### src/rtl/demux1x2_stream_pkg.sv
// Shared types and default sizes for the 1-to-2 stream demultiplexer.
// Optional build macro: DEMUX1X2_CNT_EN (enables the per-output transfer counters).
package demux1x2_pkg;

    // Occupancy of a single-entry output slot.
    typedef enum logic {
        SLOT_EMPTY = 1'b0,
        SLOT_FULL  = 1'b1
    } slot_state_e;

    // Default data word width and counter width.
    localparam int DEMUX_WIDTH = 4;
    localparam int DEMUX_CNT_W = 8;

endpackage : demux1x2_pkg

### src/rtl/demux1x2_stream_if.sv
// Bundle of the producer-side and both consumer-side handshakes of the demux.
//
// Handshake rule for every channel: a word moves on a rising edge where
// valid=1 and ready=1 in the cycle before it. The sender holds valid and data
// (and in_sel on the input channel) stable while valid=1 and ready=0. ready
// may depend combinationally on the receiver state (and on in_sel for the
// input channel) but never on valid.
//
// The slave modport is the demux side; master is the environment side
// (producer plus both consumers). slot0_state/slot1_state expose the slot
// state machines for observation.
interface demux1x2_stream_if
    import demux1x2_pkg::*;
#(
    parameter int WIDTH = DEMUX_WIDTH,
    parameter int CNT_W = DEMUX_CNT_W
);

    logic             in_valid;
    logic             in_ready;
    logic [WIDTH-1:0] in_data;
    logic             in_sel;

    logic             out0_valid;
    logic             out0_ready;
    logic [WIDTH-1:0] out0_data;
    logic [CNT_W-1:0] out0_cnt;

    logic             out1_valid;
    logic             out1_ready;
    logic [WIDTH-1:0] out1_data;
    logic [CNT_W-1:0] out1_cnt;

    slot_state_e      slot0_state;
    slot_state_e      slot1_state;

    modport slave (
        input  in_valid, in_data, in_sel, out0_ready, out1_ready,
        output in_ready, out0_valid, out0_data, out0_cnt,
        output out1_valid, out1_data, out1_cnt, slot0_state, slot1_state
    );

    modport master (
        output in_valid, in_data, in_sel, out0_ready, out1_ready,
        input  in_ready, out0_valid, out0_data, out0_cnt,
        input  out1_valid, out1_data, out1_cnt, slot0_state, slot1_state
    );

endinterface : demux1x2_stream_if

### src/rtl/demux1x2_stream_slot.sv
// One-entry register slot feeding one output of the demux.
// Loads a word, presents it with valid until the consumer takes it, and
// (with DEMUX1X2_CNT_EN defined) counts completed output transfers.
module demux_slot
    import demux1x2_pkg::*;
#(
    parameter int WIDTH = DEMUX_WIDTH,
    parameter int CNT_W = DEMUX_CNT_W
) (
    input  logic             clk,
    input  logic             rst_n,
    input  logic             load_i,
    input  logic [WIDTH-1:0] data_i,
    input  logic             ready_i,
    output logic             valid_o,
    output logic [WIDTH-1:0] data_o,
    output logic [CNT_W-1:0] cnt_o,
    output slot_state_e      state_o
);

    slot_state_e      state_q;
    logic [WIDTH-1:0] data_q;

    // Slot state machine. A load into a FULL slot only arrives when the
    // consumer is taking the current word in the same cycle, so the slot
    // stays FULL with the new word and no bubble is inserted.
    always_ff @(posedge clk) begin
        if (!rst_n) begin
            state_q <= SLOT_EMPTY;
            data_q  <= '0;
        end else begin
            case (state_q)
                SLOT_EMPTY: begin
                    if (load_i) begin
                        state_q <= SLOT_FULL;
                        data_q  <= data_i;
                    end
                end
                SLOT_FULL: begin
                    if (load_i) begin
                        data_q <= data_i;
                    end else if (ready_i) begin
                        state_q <= SLOT_EMPTY;
                    end
                end
                default: state_q <= SLOT_EMPTY;
            endcase
        end
    end

    assign valid_o = (state_q == SLOT_FULL);
    assign data_o  = data_q;
    assign state_o = state_q;

`ifdef DEMUX1X2_CNT_EN
    logic             drain;
    logic [CNT_W-1:0] cnt_q;
    logic [CNT_W-1:0] cnt_d;

    assign drain = valid_o & ready_i;
    assign cnt_d = cnt_q + CNT_W'(1);

    // Completed-transfer counter; wraps naturally at 2^CNT_W.
    always_ff @(posedge clk) begin
        if (!rst_n) begin
            cnt_q <= '0;
        end else if (drain) begin
            cnt_q <= cnt_d;
        end
    end

    assign cnt_o = cnt_q;
`else
    assign cnt_o = '0;
`endif

endmodule : demux_slot

### src/rtl/demux1x2_stream.sv
// Registered 1-to-2 stream demultiplexer.
// Steers each accepted input word by in_sel into one of two independent
// single-entry output slots; a stalled output never blocks the other one.
// Optional build macro: DEMUX1X2_CNT_EN (live out0_cnt/out1_cnt counters;
// otherwise both counter outputs are tied to zero).
module demux1x2_stream
    import demux1x2_pkg::*;
#(
    parameter int WIDTH = DEMUX_WIDTH,
    parameter int CNT_W = DEMUX_CNT_W
) (
    input  logic              clk,
    input  logic              rst_n,
    demux1x2_stream_if.slave  bus
);

    logic valid0;
    logic valid1;
    logic slot_free0;
    logic slot_free1;
    logic accept;
    logic load0;
    logic load1;

    // A slot can take a word when it is empty or is being drained this cycle.
    assign slot_free0 = !valid0 || bus.out0_ready;
    assign slot_free1 = !valid1 || bus.out1_ready;

    // Readiness follows only the selected slot, so the other slot's stall is invisible.
    assign bus.in_ready = bus.in_sel ? slot_free1 : slot_free0;

    assign accept = bus.in_valid && bus.in_ready;
    assign load0  = accept && !bus.in_sel;
    assign load1  = accept &&  bus.in_sel;

    demux_slot #(
        .WIDTH (WIDTH),
        .CNT_W (CNT_W)
    ) u_slot0 (
        .clk     (clk),
        .rst_n   (rst_n),
        .load_i  (load0),
        .data_i  (bus.in_data),
        .ready_i (bus.out0_ready),
        .valid_o (valid0),
        .data_o  (bus.out0_data),
        .cnt_o   (bus.out0_cnt),
        .state_o (bus.slot0_state)
    );

    demux_slot #(
        .WIDTH (WIDTH),
        .CNT_W (CNT_W)
    ) u_slot1 (
        .clk     (clk),
        .rst_n   (rst_n),
        .load_i  (load1),
        .data_i  (bus.in_data),
        .ready_i (bus.out1_ready),
        .valid_o (valid1),
        .data_o  (bus.out1_data),
        .cnt_o   (bus.out1_cnt),
        .state_o (bus.slot1_state)
    );

    assign bus.out0_valid = valid0;
    assign bus.out1_valid = valid1;

endmodule : demux1x2_stream

### src/flat_wrapper.sv
// flat-port wrapper written by rule: the top's interface ports become plain ports
module demux1x2_stream_flat import demux1x2_pkg::*;
#(
    parameter int WIDTH = DEMUX_WIDTH,
    parameter int CNT_W = DEMUX_CNT_W
)
  (clk, rst_n, bus_in_valid, bus_in_data, bus_in_sel, bus_out0_ready, bus_out1_ready, bus_in_ready, bus_out0_valid, bus_out0_data, bus_out0_cnt, bus_out1_valid, bus_out1_data, bus_out1_cnt, bus_slot0_state, bus_slot1_state);
  demux1x2_stream_if #(.WIDTH(WIDTH), .CNT_W(CNT_W)) bus_i ();
  input  logic clk;
  input  logic rst_n;
  input wire logic [$bits(bus_i.in_valid)-1:0] bus_in_valid;
  input wire logic [$bits(bus_i.in_data)-1:0] bus_in_data;
  input wire logic [$bits(bus_i.in_sel)-1:0] bus_in_sel;
  input wire logic [$bits(bus_i.out0_ready)-1:0] bus_out0_ready;
  input wire logic [$bits(bus_i.out1_ready)-1:0] bus_out1_ready;
  output wire logic [$bits(bus_i.in_ready)-1:0] bus_in_ready;
  output wire logic [$bits(bus_i.out0_valid)-1:0] bus_out0_valid;
  output wire logic [$bits(bus_i.out0_data)-1:0] bus_out0_data;
  output wire logic [$bits(bus_i.out0_cnt)-1:0] bus_out0_cnt;
  output wire logic [$bits(bus_i.out1_valid)-1:0] bus_out1_valid;
  output wire logic [$bits(bus_i.out1_data)-1:0] bus_out1_data;
  output wire logic [$bits(bus_i.out1_cnt)-1:0] bus_out1_cnt;
  output wire logic [$bits(bus_i.slot0_state)-1:0] bus_slot0_state;
  output wire logic [$bits(bus_i.slot1_state)-1:0] bus_slot1_state;
  assign bus_i.in_valid = bus_in_valid;
  assign bus_i.in_data = bus_in_data;
  assign bus_i.in_sel = bus_in_sel;
  assign bus_i.out0_ready = bus_out0_ready;
  assign bus_i.out1_ready = bus_out1_ready;
  assign bus_in_ready = bus_i.in_ready;
  assign bus_out0_valid = bus_i.out0_valid;
  assign bus_out0_data = bus_i.out0_data;
  assign bus_out0_cnt = bus_i.out0_cnt;
  assign bus_out1_valid = bus_i.out1_valid;
  assign bus_out1_data = bus_i.out1_data;
  assign bus_out1_cnt = bus_i.out1_cnt;
  assign bus_slot0_state = bus_i.slot0_state;
  assign bus_slot1_state = bus_i.slot1_state;
  demux1x2_stream #(.WIDTH(WIDTH), .CNT_W(CNT_W)) u_core (.clk(clk), .rst_n(rst_n), .bus(bus_i));
endmodule
### config.mk
export PLATFORM = sky130hd
export DESIGN_NAME = demux1x2_stream_flat
export DESIGN_NICKNAME = d
export VERILOG_FILES = /design/src/rtl/demux1x2_stream_pkg.sv /design/src/rtl/demux1x2_stream_if.sv /design/src/rtl/demux1x2_stream_slot.sv /design/src/rtl/demux1x2_stream.sv /design/src/flat_wrapper.sv
export SDC_FILE = /design/constraint.sdc
export NUM_CORES = 1
export LEC_CHECK = 0
export BUFFER_PORTS_ARGS = -buffer_cell sky130_fd_sc_hd__buf_2
export CAP_MARGIN = 40
export CORE_AREA = 2 2 39 41
export CTS_BUF_LIST = sky130_fd_sc_hd__clkbuf_4 sky130_fd_sc_hd__clkbuf_8
export DETAILED_ROUTE_END_ITERATION = 10
export DIE_AREA = 0 0 41 43
export PLACE_DENSITY = 0.81
export SETUP_SLACK_MARGIN = 0.4
export SKIP_LAST_GASP = 1
export SYNTH_ARGS = -nofsm -noshare
export SYNTH_HDL_FRONTEND = slang
export SYNTH_SLANG_ARGS = --single-unit
### constraint.sdc
create_clock -name clk -period 2.2 [get_ports clk]
set_input_delay 0.22 -clock clk [delete_from_list [all_inputs] [get_ports clk]]
set_output_delay 0.22 -clock clk [all_outputs]
set_load 0.02 [all_outputs]
==> results by group, run 1 <==
Layout
  • Synth-to-Final Area Change: 12.5%
  • # nets final: just over 90
  • Diode count: 0
  • Final instance area: around 620 um2
  • Fillers: 151
  • Layout cell share with drive strength beyond 1: around 35%
  • Area of the multi-input gates: 265 um2
  • FF+latch area: about 200 um2

Clock network
  • H-tree Lvls: 1
  • Clock sinks: 10
  • CTS tree: built
  • Post-CTS sizing: 0
  • CTS Buf Count: 3
  • CTS max path bufs: 2
  • Reg clk slew, reported paths: 0.06 ns
  • Post-CTS setup buffers: 0
  • Clock root cell: clkbuf_4
  • Cts hold-fix bufs: 0
  • Worst skew pair latency: 0.25 ns

Floorplanning
  • Die Area: 0.00176 mm2
  • Core Area: between 0.001 and 0.0015 mm2
  • Die width: roughly 41 um
  • Die extent in y: about 43 um
  • Num ports: 39
  • # rows: 14
  • Starting Density: between 30 and 40%

Synthesis
  • Synth Area in Simple Gates: between 10% and 20%
  • Post-synthesis mux area share: between 15 and 20%
  • Synthesized instance count: between 50 and 60
  • Register area share after synthesis: between 30 and 40%
  • Syn_area_per_cell: 9.47 um2
  • Synth Area in Compound Gates: under 10%
  • Largest family of logic cells by synthesized area: buffers and inverters
  • Synth Area in XOR/XNOR: 0%
  • Synth Cell Area: ~550 um2
  • Distinct cells, synth: 11
  • Yosys warns: 0
  • Post-Synth Adder-Cell Area: 0%
  • Yosys reg bits: 10

Power
  • PD cells: roughly 650 mW/mm2
  • Clk pwr share: ~29%
  • Logic gate share of total power: 22.3%
  • Sw Ratio: 30.3%
  • VDD IR max: 262 uV
  • Pint: roughly 0.00028 W
  • Sw power: approximately 0.00012 W
  • Sequential power share: 48.4%
  • Cell leakage power: about 0.33 nW
  • Pwr Total: around 0.00040 W

Global route
  • Most Crowded Layer GR: met1
  • Total gr overflow: 0
  • Largest net degree at the start of global routing: 15
  • Initial antenna violation count: 0
  • Grt met1 use: 12.0%
  • GRT Util Overall: a little under 9%
  • Global-route wire length before repair: about 1100 um
  • Vias in the first global route: approximately 290
  • Grt met3 use: 3.14%
  • Met2 Usage GRT: roughly an eighth

STA
  • Fmax: ~0.77 GHz
  • Fraction of the cycle the final worst path needs: between 50% and 60%
  • Setup TNS: 0 ns
  • Skew final: approximately 0.00016 ns
  • Final Hold Fails: 0
  • RSZ-0062 raised after global routing: no
  • Max Slew Vio Count: 0
  • # setup viols final: 0
  • Min cycle time layout: about 1.3 ns

Route
  • Via count: between 300 and 400
  • Final wirelength: around 840 um
  • Post-route ant nets: 0
  • TritonRoute pass-1 iters: 4
  • Post-DR vias/cell: around 4.2
  • Starting DRC count in detailed routing: 2
  • Avg WL per Cell: 8.79 um
  • Drt drc: 0

Place
  • Placement Cell Area: approximately 600 um2
  • I/O Buffers: 22
  • RD Place Congestion: just over 0.6
  • DP Wirelength: around 690 um

Worst setup path
  • Crit Path Class: reg -> out
  • WP data arrival: roughly 1.1 ns
  • Startpoint types: flip-flop
  • Required @ worst endpoint: between 1.5 and 2 ns
  • Critical Path Sink Type: output pin
  • Critical Path Fanout Max: 3

Hold path
  • Hold crit path type: in -> reg

Run
  • Max-cap viol count: 0

Outcome
  • Status: finished clean
power by group through the flow:
| stage | Clock (W) | Combinational [W] | Sequential, W |
|---|---|---|---|
| final | 0.000118 | 0.0000898 | 0.000195 |
| after global placement | 0 | 0.0000886 | 0.000199 |
| after global routing | 0.000131 | 0.0000976 | 0.000197 |
| after floorplan | 0 | 0.0000770 | 0.000212 |
| after CTS | 0.000123 | 0.0000902 | 0.000195 |
| after detailed placement | 0 | 0.0000899 | 0.000200 |
critical path: stages, from the launching register on:
cell     delay, ns
dfxtp_1       0.31
and2b_1       0.20
mux2i_1       0.14
buf_2         0.18
per-layer routing:
layer / vias to the layer above / part of all wire, %
met3: 2 / 16
met1: 167 / 46
met2: 32 / 37
met4: 0 / 1.2
met5: - / 0
li1: 196 / -
synthesized netlist by cell type:
library cell | n | share of area (%)
conb_1 | 1 | 0.68
buf_4 | 18 | 25
nor2b_4 | 1 | 2.5
mux2i_1 | 9 | 16
o21a_1 | 2 | 2.7
buf_2 | 1 | 0.91
nand2_1 | 13 | 8.9
nor2_4 | 1 | 2.0
dfxtp_1 | 10 | 36
nor3b_4 | 1 | 3.4
and2b_1 | 1 | 1.4
cells by family after synthesis:
group                  after synthesis
AND/OR/NAND/NOR                     17
AO/OA/AOI/OAI                        2
buffers and inverters               19
flip-flops                          10
other                                1
multiplexers                         9
layout make-up:
type / count / area share [%]
multi-input combinational: 44 / 42.9
sequential: 10 / 32.4
tap: 16 / 3.24
clock buffer: 3 / 3.64
timing repair buffer: 22 / 17.8
through the flow:
step	hold slack (ns)	util (%)	setup slack, ns	cells
floorplan	0.385	-	1.01	73
detailed placement	0.448	43.0	1.12	92
CTS	0.245	44.7	0.890	95
global route	0.258	44.7	0.837	95
finish	0.240	44.7	0.898	95
global placement	0.446	43.0	1.15	92
state kept, by name, indices dropped and copies added (netlist names):
register                flops
u_core.u_slot0.data_o       4
u_core.u_slot1.data_o       4
u_core.u_slot0.state_o      1
u_core.u_slot1.state_o      1
final timing paths:
kind / cells after the start / startpoint / slack [ns] / end
max: 3 / u_core.u_slot1.state_o / 0.90 / bus_in_ready
min: 3 / bus_in_data[2] / 0.24 / u_core.u_slot1.data_o[2]
max reg2reg: 3 / u_core.u_slot0.state_o / 1.12 / u_core.u_slot0.data_o[2]
min reg2reg: 2 / u_core.u_slot1.data_o[1] / 0.45 / u_core.u_slot1.data_o[1]
placed cells by master (no fill, tap or decap), drive strengths merged:
master / n
conb: 16
o21a: 2
nor2b: 1
nor3b: 1
and2b: 1
nor2: 1
buf: 22
mux2i: 9
clkbuf: 3
dfxtp: 10
nand2: 13
Power figures use the tool's default switching activity.
==> run 2, diff against run 1 <==
--- a/config.mk
+++ b/config.mk
@@ -5,13 +5,14 @@
 export SDC_FILE = /design/constraint.sdc
 export NUM_CORES = 1
 export LEC_CHECK = 0
+export ABC_AREA = 1
 export BUFFER_PORTS_ARGS = -buffer_cell sky130_fd_sc_hd__buf_2
 export CAP_MARGIN = 40
-export CORE_AREA = 2 2 39 41
+export CORE_MARGIN = 2
+export CORE_UTILIZATION = 44
 export CTS_BUF_LIST = sky130_fd_sc_hd__clkbuf_4 sky130_fd_sc_hd__clkbuf_8
 export DETAILED_ROUTE_END_ITERATION = 10
-export DIE_AREA = 0 0 41 43
-export PLACE_DENSITY = 0.81
+export PLACE_DENSITY = 0.8
 export SETUP_SLACK_MARGIN = 0.4
 export SKIP_LAST_GASP = 1
 export SYNTH_ARGS = -nofsm -noshare
==> constraint.sdc (replaced) <==
create_clock -name clk -period 1.3 [get_ports clk]
set_input_delay 0.13 -clock clk [delete_from_list [all_inputs] [get_ports clk]]
set_output_delay 0.13 -clock clk [all_outputs]
set_load 0.02 [all_outputs]
==> results by group, run 2 <==
Worst setup path
  • Required @ worst endpoint: around 1.2 ns
  • Critical Path Fanout Max: 2
  • CP Cell Sequence: nand2_4, nor2_2, a31oi_2, buf_4
  • Startpoint types: flip-flop
  • Max incr delay on CP: between 0.3 and 0.4 ns
  • Worst R2R Setup Slack: between 0.2 and 0.3 ns
  • Crit Path Class: reg -> out
  • WP data arrival: between 0.9 and 1 ns
  • Critical Path Sink Type: output pin
  • CP max-delay cell: dfxtp_2

STA
  • Fraction of the cycle the final worst path needs: a little under nine tenths
  • # setup viols final: 0
  • Final Hold Fails: 0
  • Setup TNS: 0 ns
  • Fmax: 0.893 GHz
  • Max Slew Vio Count: 0
  • RSZ-0062 raised after global routing: yes
  • Min cycle time layout: 1.12 ns
  • Skew final: between 0.004 and 0.005 ns

Clock network
  • CTS Buf Count: 3
  • Cts hold-fix bufs: 0
  • CTS max path bufs: 2
  • CTS tree: built
  • Reg clk slew, reported paths: 0.07 ns
  • Worst skew pair latency: around 0.27 ns
  • H-tree Lvls: 1
  • Clock root cell: clkbuf_4
  • Clock sinks: 10

Place
  • RD Place Congestion: 0.856
  • I/O Buffers: 22
  • Placement Cell Area: around 720 um2
  • DP Wirelength: 872 um

Route
  • Drt drc: 0
  • TritonRoute pass-1 iters: 4
  • Avg WL per Cell: ~9.2 um
  • Final wirelength: between 1000 and 1500 um
  • Via count: slightly below 600
  • Post-DR vias/cell: about 4.1
  • Post-route ant nets: 0
  • Starting DRC count in detailed routing: 4

Floorplanning
  • Num ports: 39
  • Die Area: 0.00187 mm2
  • # rows: 14
  • Starting Density: 46.1%
  • Core Area: 0.00147 mm2
  • Die width: around 43 um
  • Die extent in y: about 43 um

Synthesis
  • Commonest cells in the netlist: inv_1 (23), nand2_1 (20), buf_4 (19)
  • Post-synth top area share: 29.5%
  • Prevailing post-synth register cell: dfxtp_1
  • Distinct cells, synth: 15
  • Register area share after synthesis: 29.5%
  • Yosys warns: 0
  • Yosys reg bits: 10
  • Synthesized instance count: a little under 100
  • Synth top area cells: dfxtp_1 (30%), buf_4 (21%), inv_1 (13%)
  • Syn_area_per_cell: ~7 um2
  • Asr flop ratio synth: 0%
  • Post-synth top area cell: dfxtp_1
  • Number of synthesized flops with an enable pin: 0
  • Most common cell in the netlist: inv_1
  • Synth Cell Area: ~680 um2

Layout
  • Diode count: 0
  • FF+latch area: 210 um2
  • Most common cell after layout, fill and taps aside: inv_1
  • Area of the multi-input gates: slightly above 300 um2
  • Commonest cells after routing, fill and taps aside: inv_1 (22), nand2_1 (17), conb_1 (16)
  • Fillers: ~140
  • Final instance area: slightly below 900 um2
  • Layout cell share with drive strength beyond 1: between 40% and 50%
  • Synth-to-Final Area Change: 28.6%
  • # nets final: between 100 and 150

Hold path
  • Hold crit path type: in -> reg

Global route
  • Total gr overflow: 0
  • GRT Util Overall: between 10% and 20%
  • Global-route wire length before repair: roughly 2000 um
  • Initial antenna violation count: 0
  • Vias in the first global route: 510
  • Largest net degree at the start of global routing: 11

Run
  • Max-cap viol count: 0

Power
  • Logic gate share of total power: about 28%
  • VDD IR max: 602 uV
  • PD cells: around 1000 mW/mm2
  • Sequential power share: between 30% and 40%
  • Clk pwr share: 32.7%
  • Sw power: roughly 0.00029 W
  • Sw Ratio: 32.7%
  • Cell leakage power: about 0.52 nW
  • Pint: about 0.00059 W

Outcome
  • Status: finished clean
[run 2: cell types whose count changed after synthesis, sizes merged, moves of 8 or more]
cell   delta
nand4     +8
nor2      +8
nand2     +9
mux2i     -9
inv      +24
[run 2: timing repair]
| item | in CTS | in global routing |
|---|---|---|
| resized for setup | 11 | 20 |
| setup buffers | 4 | 1 |
| setup endpoints to repair | 6 | 22 |
| pin swaps | 1 | 7 |
[run 2: layer usage]
| metal | vias to the layer above | wire, um | GRT usage [%] |
|---|---|---|---|
| met5 | - | 0 | 0 |
| met3 | 3 | 76 | 3.83 |
| met4 | 0 | 19 | 5.45 |
| li1 | 304 | - | - |
| met1 | 250 | 530 | 15.5 |
| met2 | 23 | 656 | 26.3 |
[run 2: area by class of cell]
cell class              count  area share, %
clock buffers               4           4.16
inverters                  25           11.3
multi-input cells          58           35.3
flip-flops and latches     10           24.1
well taps                  16           2.30
repair buffers             27           22.8
[run 2: power by group through the flow]
stage               logic [W]  registers, W  clock network (W)
floorplan            0.000174      0.000373                  0
global placement     0.000199      0.000346                  0
detailed placement   0.000202      0.000346                  0
CTS                  0.000224      0.000339           0.000292
global route         0.000271      0.000346           0.000304
finish               0.000246      0.000343           0.000287
[run 2: critical path, delay by kind of cell (launching register included)]
| kind | cells | cell delay, ns |
|---|---|---|
| AND/OR/NAND/NOR | 2 | 0.09 |
| flip-flops | 1 | 0.34 |
| buffers and inverters | 1 | 0.16 |
| AO/OA/AOI/OAI | 1 | 0.13 |
[run 2: path summary, 6_finish.rpt]
check                                                 to                startpoint  cells past startpoint
worst max-delay path                        bus_in_ready    u_core.u_slot0.state_o                      4
worst min-delay path              u_core.u_slot0.state_o                     rst_n                      3
worst max register to register  u_core.u_slot1.data_o[3]    u_core.u_slot1.state_o                      7
worst min register to register  u_core.u_slot1.data_o[3]  u_core.u_slot1.data_o[3]                      4
[run 2: per-stage QoR]
step | power (W) | util [%] | hold slack [ns] | setup WS [ns] | instances
floorplan | 0.000547 | - | 0.366 | 0.382 | 114
global placement | 0.000545 | 48.6 | 0.429 | 0.394 | 131
detailed placement | 0.000549 | 48.6 | 0.439 | 0.386 | 131
CTS | 0.000855 | 55.4 | 0.151 | 0.176 | 139
global route | 0.000921 | 59.3 | 0.172 | 0.132 | 140
finish | 0.000876 | 59.3 | 0.154 | 0.180 | 140
[run 2: cells by family after synthesis]
family                 count (synthesis)  synth area share [%]
DFF                                   10                  29.5
and+or+nand+nor                       41                  31.2
buffers and inverters                 46                  37.8
other                                  1                 0.553
AOI/OAI and AO/OA                      1                 0.923
==> run 3, diff against run 2 <==
--- a/config.mk
+++ b/config.mk
@@ -6,13 +6,12 @@
 export NUM_CORES = 1
 export LEC_CHECK = 0
 export ABC_AREA = 1
-export BUFFER_PORTS_ARGS = -buffer_cell sky130_fd_sc_hd__buf_2
 export CAP_MARGIN = 40
 export CORE_MARGIN = 2
-export CORE_UTILIZATION = 44
+export CORE_UTILIZATION = 45
 export CTS_BUF_LIST = sky130_fd_sc_hd__clkbuf_4 sky130_fd_sc_hd__clkbuf_8
 export DETAILED_ROUTE_END_ITERATION = 10
-export PLACE_DENSITY = 0.8
+export DONT_BUFFER_PORTS = 1
 export SETUP_SLACK_MARGIN = 0.4
 export SKIP_LAST_GASP = 1
 export SYNTH_ARGS = -nofsm -noshare
==> results by group, run 3 (synthesized netlist as in run 2, its figures left out) <==
Outcome
  • Status: finished clean

STA
  • Fmax: 0.888 GHz
  • Final Hold Fails: 0
  • Fraction of the cycle the final worst path needs: between 80% and 90%
  • RSZ-0062 raised after global routing: yes
  • Skew final: between 0.003 and 0.004 ns
  • Worst Setup Slack, final: ~0.17 ns
  • Setup TNS: 0 ns
  • # setup viols final: 0
  • Final Hold Slack: 0.0684 ns
  • Min cycle time layout: about 1.1 ns
  • Max Slew Vio Count: 0

Layout
  • # nets final: 112
  • Commonest cells after routing, fill and taps aside: inv_1 (19), conb_1 (16), nand2_1 (14)
  • Diode count: 0
  • FF+latch area: roughly 210 um2
  • Fillers: 160
  • Most common cell after layout, fill and taps aside: inv_1
  • Area of the multi-input gates: around 320 um2
  • Layout cell share with drive strength beyond 1: between 20% and 30%
  • Synth-to-Final Area Change: 5.35%

Route
  • Via count: around 500
  • Final wirelength: between 1000 and 1500 um
  • Starting DRC count in detailed routing: 0
  • Drt drc: 0
  • TritonRoute pass-1 iters: 1
  • Avg WL per Cell: 9.16 um
  • Post-DR vias/cell: about 4.3
  • Post-route ant nets: 0

Global route
  • Global-route wire length before repair: between 1500 and 2000 um
  • Total gr overflow: 0
  • GRT Util Overall: 13.7%
  • Initial antenna violation count: 0
  • Vias in the first global route: about 430
  • Largest net degree at the start of global routing: 11

Worst setup path
  • Worst setup path startpoint: u_core.u_slot0.state_o
  • WP depth: 3
  • Required @ worst endpoint: approximately 1.2 ns
  • CP bufs+invs: 0
  • CP Cell Sequence: nand2_4, nor2_2, a31oi_4
  • Startpoint types: flip-flop
  • CP max-delay cell: dfxtp_4
  • CP top delay family: flip-flops
  • Critical Path Fanout Max: 3
  • Max incr delay on CP: about 0.4 ns
  • WP data arrival: 1.00 ns
  • R2r worst-path depth: 7
  • R2R Path Start: u_core.u_slot0.state_o
  • Critical Path Sink Type: output pin
  • Crit Path Class: reg -> out

Clock network
  • Reg clk slew, reported paths: about 0.07 ns
  • Clock sinks: 10
  • Worst skew pair latency: between 0.2 and 0.3 ns
  • CTS tree: built
  • CTS Buf Count: 3
  • Clock root cell: clkbuf_4
  • H-tree Lvls: 1
  • CTS max path bufs: 2

Place
  • RD Place Congestion: between 0.7 and 0.8
  • I/O Buffers: 0
  • DP Worst Slack: ~0.3 ns
  • DP Wirelength: 816 um

Floorplanning
  • Die width: between 40 and 50 um
  • # rows: 14
  • Die extent in y: around 43 um
  • Starting Density: a little under half
  • Core Area: about 0.0015 mm2
  • Die Area: around 0.0018 mm2
  • Num ports: 39

Power
  • Clk pwr share: around 36%
  • Pint: around 0.00054 W
  • Sw power: about 0.00026 W
  • PD cells: about 1100 mW/mm2
  • Logic gate share of total power: approximately 18%
  • VDD IR max: around 440 uV
  • Sequential power share: 46.4%
  • Sw Ratio: between 30% and 40%
  • Cell leakage power: 0.407 nW
  • Pwr Total: between 0.0008 and 0.0009 W

Hold path
  • Hold path depth: 3
  • Hold crit path type: in -> reg
  • Hold wc startpoint: bus_in_valid

Run
  • Max-cap viol count: 0
[run 3: power by group through the flow]
stage,logic [W],clock network (W),registers (W)
2_1_floorplan,0.000174,0,0.000373
3_3_place_gp,0.000119,0,0.000380
3_5_place_dp,0.000121,0,0.000381
4_1_cts,0.000134,0.000301,0.000372
5_1_grt,0.000164,0.000315,0.000375
6_report,0.000145,0.000284,0.000372
[run 3: worst paths after layout]
check                             endpoint  slack (ns)
setup reg to reg  u_core.u_slot0.data_o[1]        0.20
hold / removal    u_core.u_slot1.data_o[1]        0.07
hold reg to reg   u_core.u_slot0.data_o[1]        0.61
setup / recovery              bus_in_ready        0.17
[run 3: area by class of cell]
| cell class | count | share of cell area [%] |
|---|---|---|
| well taps | 16 | 2.80 |
| inverters | 25 | 13.8 |
| repair buffers | 4 | 5.08 |
| clock buffers | 4 | 5.08 |
| multi-input cells | 58 | 44.1 |
| flip-flops and latches | 10 | 29.1 |
[run 3: per-stage QoR]
stage / util, % / cells / cell area (um2)
floorplan: - / 114 / 743
global placement: 41.7 / 109 / 606
detailed placement: 41.7 / 109 / 606
CTS: 47.6 / 116 / 692
global route: 49.1 / 117 / 714
finish: 49.1 / 117 / 714
[run 3: timing repair]
| item | CTS | global route |
|---|---|---|
| hold buffers | 1 | 0 |
| endpoints found under the hold margin | 10 | 0 |
| pin swaps | 1 | 4 |
| gates cloned | 0 | 0 |
| gates resized for setup | 6 | 10 |
| endpoints found under the setup margin | 11 | 11 |
| buffers inserted | 2 | 1 |
[run 3: worst min-delay path: stages]
cell and delay, ns:
nand4_1 0.07, nand2_1 0.06, nor2_1 0.03
[run 3: routing by layer]
layer / GRT usage, % / vias to the layer above / share of wire (%)
li1: - / 261 / -
met1: 15.1 / 217 / 43
met3: 6.81 / 2 / 9.9
met5: 0 / - / 0
met4: 11.3 / 0 / 0.84
met2: 19.4 / 19 / 46
